### config.mk
export PLATFORM = sky130hd
export DESIGN_NAME = pipe_hazard_ctrl_flat
export DESIGN_NICKNAME = d
export VERILOG_FILES = /design/src/rtl/pipe_hazard_ctrl_if.sv /design/src/rtl/pipe_hazard_ctrl.sv /design/src/flat_wrapper.sv
export SDC_FILE = /design/constraint.sdc
export NUM_CORES = 1
export LEC_CHECK = 0
export ABC_AREA = 1
export CAP_MARGIN = 0
export CORE_MARGIN = 3
export CORE_UTILIZATION = 59
export CTS_CLUSTER_SIZE = 12
export DETAILED_ROUTE_END_ITERATION = 16
export GPL_TIMING_DRIVEN = 0
export PLACE_DENSITY = 0.91
export SYNTH_ARGS = -nofsm -noshare
export SYNTH_HDL_FRONTEND = slang
export SYNTH_SLANG_ARGS = --single-unit
### constraint.sdc
create_clock -name CLK -period 3.15 [get_ports CLK]
set_input_delay 0.315 -clock CLK [delete_from_list [all_inputs] [get_ports CLK]]
set_output_delay 0.315 -clock CLK [all_outputs]
set_load 0.01 [all_outputs]
### src/rtl/pipe_hazard_ctrl_if.sv
// Pipeline-to-hazard-controller bundle: decode/writeback/dmem/redirect inputs and stall/flush/PC outputs.
// HAZARD_PERF_EN adds the perf_stall_cnt/perf_flush_cnt outputs.
interface pipe_hazard_ctrl_if #(
  parameter int unsigned BIN_DIG = 32
);
  logic               dec_valid;
  logic [4:0]         dec_rs1;
  logic [4:0]         dec_rs2;
  logic               dec_use_rs1;
  logic               dec_use_rs2;
  logic [4:0]         dec_rd;
  logic               dec_we;
  logic               wb_valid;
  logic [4:0]         wb_rd;
  logic               dmem_busy;
  logic               redirect_req;
  logic [BIN_DIG-1:0] redirect_pc;

  logic               stall_fetch;
  logic               stall_decode;
  logic               issue;
  logic               flush_fetch;
  logic               flush_decode;
  logic               pc_load;
  logic [BIN_DIG-1:0] pc_target;
  logic [31:0]        busy_map;

`ifdef HAZARD_PERF_EN
  logic [31:0]        perf_stall_cnt;
  logic [31:0]        perf_flush_cnt;

  modport master (
    output dec_valid, dec_rs1, dec_rs2, dec_use_rs1, dec_use_rs2, dec_rd, dec_we,
           wb_valid, wb_rd, dmem_busy, redirect_req, redirect_pc,
    input  stall_fetch, stall_decode, issue, flush_fetch, flush_decode, pc_load,
           pc_target, busy_map, perf_stall_cnt, perf_flush_cnt
  );
  modport slave (
    input  dec_valid, dec_rs1, dec_rs2, dec_use_rs1, dec_use_rs2, dec_rd, dec_we,
           wb_valid, wb_rd, dmem_busy, redirect_req, redirect_pc,
    output stall_fetch, stall_decode, issue, flush_fetch, flush_decode, pc_load,
           pc_target, busy_map, perf_stall_cnt, perf_flush_cnt
  );
`else
  modport master (
    output dec_valid, dec_rs1, dec_rs2, dec_use_rs1, dec_use_rs2, dec_rd, dec_we,
           wb_valid, wb_rd, dmem_busy, redirect_req, redirect_pc,
    input  stall_fetch, stall_decode, issue, flush_fetch, flush_decode, pc_load,
           pc_target, busy_map
  );
  modport slave (
    input  dec_valid, dec_rs1, dec_rs2, dec_use_rs1, dec_use_rs2, dec_rd, dec_we,
           wb_valid, wb_rd, dmem_busy, redirect_req, redirect_pc,
    output stall_fetch, stall_decode, issue, flush_fetch, flush_decode, pc_load,
           pc_target, busy_map
  );
`endif
endinterface

### src/rtl/pipe_hazard_ctrl.sv
// Pipeline hazard controller: register scoreboard for RAW/WAW-capacity stalls plus redirect/flush sequencer.
// Optional macro HAZARD_PERF_EN adds saturating stall-cycle and redirect counters.
module pipe_hazard_ctrl #(
  parameter int unsigned BIN_DIG      = 32,
  parameter int unsigned CNT_W        = 2,
  parameter int unsigned FLUSH_CYCLES = 2
) (
  input logic               CLK,
  input logic               RST,
  pipe_hazard_ctrl_if.slave bus
);
  localparam int unsigned NREG = 32;
  localparam int unsigned FC_W = 3;
  localparam logic [CNT_W-1:0] CNT_MAX  = '1;
  localparam logic [FC_W-1:0]  FLUSH_LD = FC_W'(FLUSH_CYCLES - 1);

  typedef enum logic [1:0] {ST_IDLE, ST_LOAD, ST_FLUSH} state_t;

  state_t             r_state, w_state_nxt;
  logic [FC_W-1:0]    r_fcnt, w_fcnt_nxt;
  logic [BIN_DIG-1:0] r_pc_target, w_pc_target_nxt;
  logic [CNT_W-1:0]   r_cnt [NREG];
  logic [CNT_W-1:0]   w_cnt_nxt [NREG];
  logic [NREG-1:0]    r_busy_map, w_busy_nxt;
  logic w_raw, w_waw_full, w_stall, w_flush_active, w_issue;
  logic w_pc_load, w_flush;

  // Hazard detection straight off the registered counts: no writeback bypass.
  assign w_raw = bus.dec_valid &
                 ((bus.dec_use_rs1 & (r_cnt[bus.dec_rs1] != '0)) |
                  (bus.dec_use_rs2 & (r_cnt[bus.dec_rs2] != '0)));
  assign w_waw_full = bus.dec_valid & bus.dec_we & (bus.dec_rd != 5'd0) &
                      (r_cnt[bus.dec_rd] == CNT_MAX);
  assign w_stall        = w_raw | w_waw_full | bus.dmem_busy;
  assign w_flush_active = (r_state != ST_IDLE);
  assign w_issue = ~RST & bus.dec_valid & ~w_stall & ~bus.redirect_req & ~w_flush_active;

  assign bus.stall_fetch  = ~RST & w_stall & ~w_flush_active;
  assign bus.stall_decode = ~RST & w_stall & ~w_flush_active;
  assign bus.issue        = w_issue;
  assign bus.flush_fetch  = w_flush;
  assign bus.flush_decode = w_flush;
  assign bus.pc_load      = w_pc_load;
  assign bus.pc_target    = r_pc_target;
  assign bus.busy_map     = r_busy_map;

  // Per-register count update; a writeback to an idle register is dropped.
  always_comb begin
    for (int unsigned i = 0; i < NREG; i++) begin
      logic inc_hit, dec_hit;
      inc_hit = w_issue & bus.dec_we & (bus.dec_rd == 5'(i));
      dec_hit = bus.wb_valid & (bus.wb_rd == 5'(i)) & (r_cnt[i] != '0);
      w_cnt_nxt[i] = r_cnt[i];
      if (i == 0) begin
        w_cnt_nxt[i] = '0;
      end else if (inc_hit && !dec_hit) begin
        w_cnt_nxt[i] = r_cnt[i] + CNT_W'(1);
      end else if (dec_hit && !inc_hit) begin
        w_cnt_nxt[i] = r_cnt[i] - CNT_W'(1);
      end
      w_busy_nxt[i] = (w_cnt_nxt[i] != '0);
    end
  end

  always_ff @(posedge CLK) begin
    if (RST) begin
      for (int unsigned i = 0; i < NREG; i++) r_cnt[i] <= '0;
      r_busy_map <= '0;
    end else begin
      for (int unsigned i = 0; i < NREG; i++) r_cnt[i] <= w_cnt_nxt[i];
      r_busy_map <= w_busy_nxt;
    end
  end

  always_ff @(posedge CLK) begin
    if (RST) begin
      r_state     <= ST_IDLE;
      r_fcnt      <= '0;
      r_pc_target <= '0;
    end else begin
      r_state     <= w_state_nxt;
      r_fcnt      <= w_fcnt_nxt;
      r_pc_target <= w_pc_target_nxt;
    end
  end

  // Redirect sequencer: one LOAD cycle, then FLUSH until the counter expires.
  always_comb begin
    w_state_nxt     = r_state;
    w_fcnt_nxt      = r_fcnt;
    w_pc_target_nxt = r_pc_target;
    w_pc_load       = 1'b0;
    w_flush         = 1'b0;
    unique case (r_state)
      ST_IDLE: begin
        if (bus.redirect_req) begin
          w_state_nxt     = ST_LOAD;
          w_pc_target_nxt = bus.redirect_pc;
        end
      end
      ST_LOAD: begin
        w_pc_load   = 1'b1;
        w_flush     = 1'b1;
        w_fcnt_nxt  = FLUSH_LD;
        w_state_nxt = (FLUSH_CYCLES > 1) ? ST_FLUSH : ST_IDLE;
      end
      ST_FLUSH: begin
        w_flush    = 1'b1;
        w_fcnt_nxt = r_fcnt - FC_W'(1);
        if (r_fcnt <= FC_W'(1)) w_state_nxt = ST_IDLE;
      end
      default: w_state_nxt = ST_IDLE;
    endcase
  end

`ifdef HAZARD_PERF_EN
  logic [31:0] r_perf_stall, r_perf_flush;

  always_ff @(posedge CLK) begin
    if (RST) begin
      r_perf_stall <= '0;
      r_perf_flush <= '0;
    end else begin
      if (bus.stall_decode && (r_perf_stall != '1)) r_perf_stall <= r_perf_stall + 32'd1;
      if ((r_state == ST_IDLE) && bus.redirect_req && (r_perf_flush != '1))
        r_perf_flush <= r_perf_flush + 32'd1;
    end
  end

  assign bus.perf_stall_cnt = r_perf_stall;
  assign bus.perf_flush_cnt = r_perf_flush;
`endif
endmodule

### src/flat_wrapper.sv
// flat-port wrapper written by rule: the top's interface ports become plain ports
module pipe_hazard_ctrl_flat 
#(
  parameter int unsigned BIN_DIG      = 32,
  parameter int unsigned CNT_W        = 2,
  parameter int unsigned FLUSH_CYCLES = 2
)
  (CLK, RST, bus_dec_valid, bus_dec_rs1, bus_dec_rs2, bus_dec_use_rs1, bus_dec_use_rs2, bus_dec_rd, bus_dec_we, bus_wb_valid, bus_wb_rd, bus_dmem_busy, bus_redirect_req, bus_redirect_pc, bus_stall_fetch, bus_stall_decode, bus_issue, bus_flush_fetch, bus_flush_decode, bus_pc_load, bus_pc_target, bus_busy_map);
  pipe_hazard_ctrl_if #(.BIN_DIG(BIN_DIG)) bus_i ();
  input logic CLK;
  input logic RST;
  input wire logic [$bits(bus_i.dec_valid)-1:0] bus_dec_valid;
  input wire logic [$bits(bus_i.dec_rs1)-1:0] bus_dec_rs1;
  input wire logic [$bits(bus_i.dec_rs2)-1:0] bus_dec_rs2;
  input wire logic [$bits(bus_i.dec_use_rs1)-1:0] bus_dec_use_rs1;
  input wire logic [$bits(bus_i.dec_use_rs2)-1:0] bus_dec_use_rs2;
  input wire logic [$bits(bus_i.dec_rd)-1:0] bus_dec_rd;
  input wire logic [$bits(bus_i.dec_we)-1:0] bus_dec_we;
  input wire logic [$bits(bus_i.wb_valid)-1:0] bus_wb_valid;
  input wire logic [$bits(bus_i.wb_rd)-1:0] bus_wb_rd;
  input wire logic [$bits(bus_i.dmem_busy)-1:0] bus_dmem_busy;
  input wire logic [$bits(bus_i.redirect_req)-1:0] bus_redirect_req;
  input wire logic [$bits(bus_i.redirect_pc)-1:0] bus_redirect_pc;
  output wire logic [$bits(bus_i.stall_fetch)-1:0] bus_stall_fetch;
  output wire logic [$bits(bus_i.stall_decode)-1:0] bus_stall_decode;
  output wire logic [$bits(bus_i.issue)-1:0] bus_issue;
  output wire logic [$bits(bus_i.flush_fetch)-1:0] bus_flush_fetch;
  output wire logic [$bits(bus_i.flush_decode)-1:0] bus_flush_decode;
  output wire logic [$bits(bus_i.pc_load)-1:0] bus_pc_load;
  output wire logic [$bits(bus_i.pc_target)-1:0] bus_pc_target;
  output wire logic [$bits(bus_i.busy_map)-1:0] bus_busy_map;
  assign bus_i.dec_valid = bus_dec_valid;
  assign bus_i.dec_rs1 = bus_dec_rs1;
  assign bus_i.dec_rs2 = bus_dec_rs2;
  assign bus_i.dec_use_rs1 = bus_dec_use_rs1;
  assign bus_i.dec_use_rs2 = bus_dec_use_rs2;
  assign bus_i.dec_rd = bus_dec_rd;
  assign bus_i.dec_we = bus_dec_we;
  assign bus_i.wb_valid = bus_wb_valid;
  assign bus_i.wb_rd = bus_wb_rd;
  assign bus_i.dmem_busy = bus_dmem_busy;
  assign bus_i.redirect_req = bus_redirect_req;
  assign bus_i.redirect_pc = bus_redirect_pc;
  assign bus_stall_fetch = bus_i.stall_fetch;
  assign bus_stall_decode = bus_i.stall_decode;
  assign bus_issue = bus_i.issue;
  assign bus_flush_fetch = bus_i.flush_fetch;
  assign bus_flush_decode = bus_i.flush_decode;
  assign bus_pc_load = bus_i.pc_load;
  assign bus_pc_target = bus_i.pc_target;
  assign bus_busy_map = bus_i.busy_map;
  pipe_hazard_ctrl #(.BIN_DIG(BIN_DIG), .CNT_W(CNT_W), .FLUSH_CYCLES(FLUSH_CYCLES)) u_core (.CLK(CLK), .RST(RST), .bus(bus_i));
endmodule
==> results.toml <==
[min_path]
hp-class = "reg2reg"

[critical_path]
end_kind = "output port"
arrival_ps = 2810
crit_required_ps = 2830
crit_chain = "inv_1, nand2_2, nor2_1, nor2_1, nand2_1, nand2_1, nand2_1, nand3_1, nand3_2, nand2_4, nand2_2, a211oi_2, clkdlybuf4s50_1"
startpoint_type = "flop"
critical_path_class = "reg2out"
worst_path_most_repeated_cell = "nand2_1"
cp_top_family = "simple AND/OR/NAND/NOR gates"
crit_slowest_cell = "clkdlybuf4s50_1"
max_stage_delay_ps = 580
critPathMaxFanout = 3
worst-path-buf-inv = 2

[route]
via_per_inst = 5.65
wl_mm = 29.8
vias = 9701
wl_per_cell_microns = 17.4
ant_nets = 0
drtIter0Drc = 1296
drc_errors = 0
first_pass_iters = 6

[power]
p_sw_uw = 1950
leakagePower_uw = 0.00533
finalPower_uw = 5750
p_sw_share_pct = 33.9
power_frac_comb_pct = 29.6
seqPwrFrac_pct = 34.8
ir_drop_mv = 0.598
clkPwrFrac_pct = 35.6
intPower_uw = 3800
p_per_area_nw_per_um2 = 552

[finish]
nets = 1625
final_core_util_pct = 77.3
diodes = 0
finalNonFillerCells = 1716
drive_gt1_share_pct = 6.04
area_growth_pct = 26.0

[global_route]
grt_pass1_wl_mm = 47.0
grtUsageTotal_pct = 38.0
grt_max_degree = 17
antenna_found_initial = 0
grt-ovfl-total = 0
grt_pass1_vias = 9035

[synthesis]
async_flop_share_pct = 0
synth_flop_cell = "dfxtp_1"
synthCells = 1382
yosysWarnings = 0
syn-num-nets = 1480
syn_area_sq_um = 8260
yosysUniqueCellTypes = 31
synth_edf_count = 0
ys_ff_latch = 130
synth.avg_cell_area_sq_um = 5.97
ys_seq_area_share_pct = 31.5

[die]
dieHeight_microns = 124
io_pins = 131
core.rowCount = 42
dieWidth_microns = 124
coreArea_sq_um = 13500
dieArea_sq_um = 15400
start_util_pct = 61.4

[placed_design]
gp_congestion = 1.04
dp.cells = 1684
hpwl_mm = 22.2
portBuffers = 126

[timing]
hold_viol = 0
whs_ps = 478
fin_worst_skew_ps = 12.3
setup_violations = 0
slew_violations = 0
period_share_pct = 99.2
fmax_mhz = 320
fin_crit_ps = 3120
relSlewSlack_pct = 32.0
tns_ps = 0
tightestPinTransition_ps = 1020

[run_status]
run_status = "finished, final reports clean"

[clock_tree]
h-tree-depth = 4
tritoncts = "done"
cts_setup_buffers = 0
path_clk_slew_ps = 70
cts_sinks = 130
clk_root_buffer_cell = "clkbuf_16"
numCtsBuffers = 17
clk_latency_ps = 440
clockBufferDepth = 2

[run]
maxCapViolations = 0
==> metrics by stage <==
step | setup WS, ps | instance area [sq um]
detailed placement | -317 | 9740
CTS | 20.5 | 10300
global placement | -324 | 9740
global route | -0.645 | 10400
floorplan | 919 | 8260
finish | 26.5 | 10400
==> synthesized netlist by cell type, types with 2 or more instances <==
cell type  instances  area [sq um]
nor3_1            33           165
nand3b_1          25           188
o211ai_1           2          15.0
buf_4             10          75.1
a21oi_1            8          40.0
o21ai_1           18          90.1
inv_1            222           833
buf_6              2          22.5
a31oi_1            2          12.5
nor2_1           172           646
nand4_1           16           100
ha_1              37           463
nand4_2            2          25.0
clkbuf_1          17          63.8
nand3_1          159           796
dfxtp_1          130          2600
buf_1              4          15.0
buf_2             11          55.1
o21ai_0           59           295
inv_2              5          18.8
nand2_1          438          1640
==> path summary, 6_finish.rpt <==
path,from,endpoint,slack [ps],depth (start not counted)
worst max-delay path,u_core.r_cnt[5][0],bus_stall_decode,30,13
worst min-delay path,u_core.r_fcnt[1],u_core.r_fcnt[1],480,2
worst max register to register,u_core.r_cnt[10][0],u_core.bus.busy_map[18],290,20
worst min register to register,u_core.r_fcnt[1],u_core.r_fcnt[1],480,2
==> metal layers <==
metal / GRT usage (%) / part of all wire, % / up-vias
met5: 0 / 0 / -
met4: 18.6 / 5.5 / 0
met3: 8.58 / 12 / 133
met2: 62.4 / 45 / 615
met1: 47.1 / 37 / 4346
li1: - / - / 4607
==> power groups by stage <==
stage	clock, uW	combinational [uW]	sequential (uW)
finish	2040	1700	2000
global route	2120	1860	2020
CTS	2040	1680	2000
detailed placement	0	1620	2030
global placement	0	1580	2010
floorplan	0	815	2080
==> repair_timing <==
| action | in CTS | in global routing |
|---|---|---|
| endpoints found under the setup margin | 3 | 9 |
| hold buffers | 0 | 0 |
| resized for setup | 13 | 28 |
| cloned | 0 | 0 |
| pin swaps | 0 | 4 |
==> final cells by class <==
class	count	area, sq um
multi-input combinational	980	4620
fill	1081	3050
sequential	130	2620
timing repair buffer	126	1260
inverter	228	856
clock buffer	18	429
buffer	44	234
tap	176	220
clock inverter	14	168
==> tightest hold or removal path: stages (launching register included) <==
cell and delay [ps]:
dfxtp_1 310, nand2_1 60, a21oi_1 60
==> cells by family after synthesis <==
family / share of synthesized area, %
flip-flops: 31.5
AND/OR/NAND/NOR: 43.8
buffers and inverters: 13.2
other: 0.0454
adder cells (fa/ha/maj): 5.61
AO/OA/AOI/OAI: 5.88
==> sequential cells by signal, indices dropped and copies added (netlist names) <==
signal,count
u_core.bus.busy_map,31
u_core.r_cnt,62
u_core.bus.pc_target,32
u_core.r_fcnt,3
u_core.r_state,2
==> layout by cell type, fill, tap and decap left out, types with 3 or more instances in the layout <==
cell             Yosys  routed
nand2_1            438     433
inv_1              222     217
nor2_1             172     165
nand3_1            159     158
dfxtp_1            130     121
clkdlybuf4s50_1      0     120
o21ai_0             59      59
ha_1                37      37
nor3_1              33      33
nand3b_1            25      25
clkbuf_1            17      18
o21ai_1             18      18
clkbuf_16            0      17
nand4_1             16      16
buf_4               10      11
inv_2                5      10
buf_2               11      10
a21oi_1              8       8
dfxtp_2              0       8
nor2_2               0       5
inv_6                0       5
nand2_2              0       4
buf_1                4       4
inv_8                0       3
dlymetal6s2s_1       0       3
Note: power is estimated with default switching activity, not from simulation.
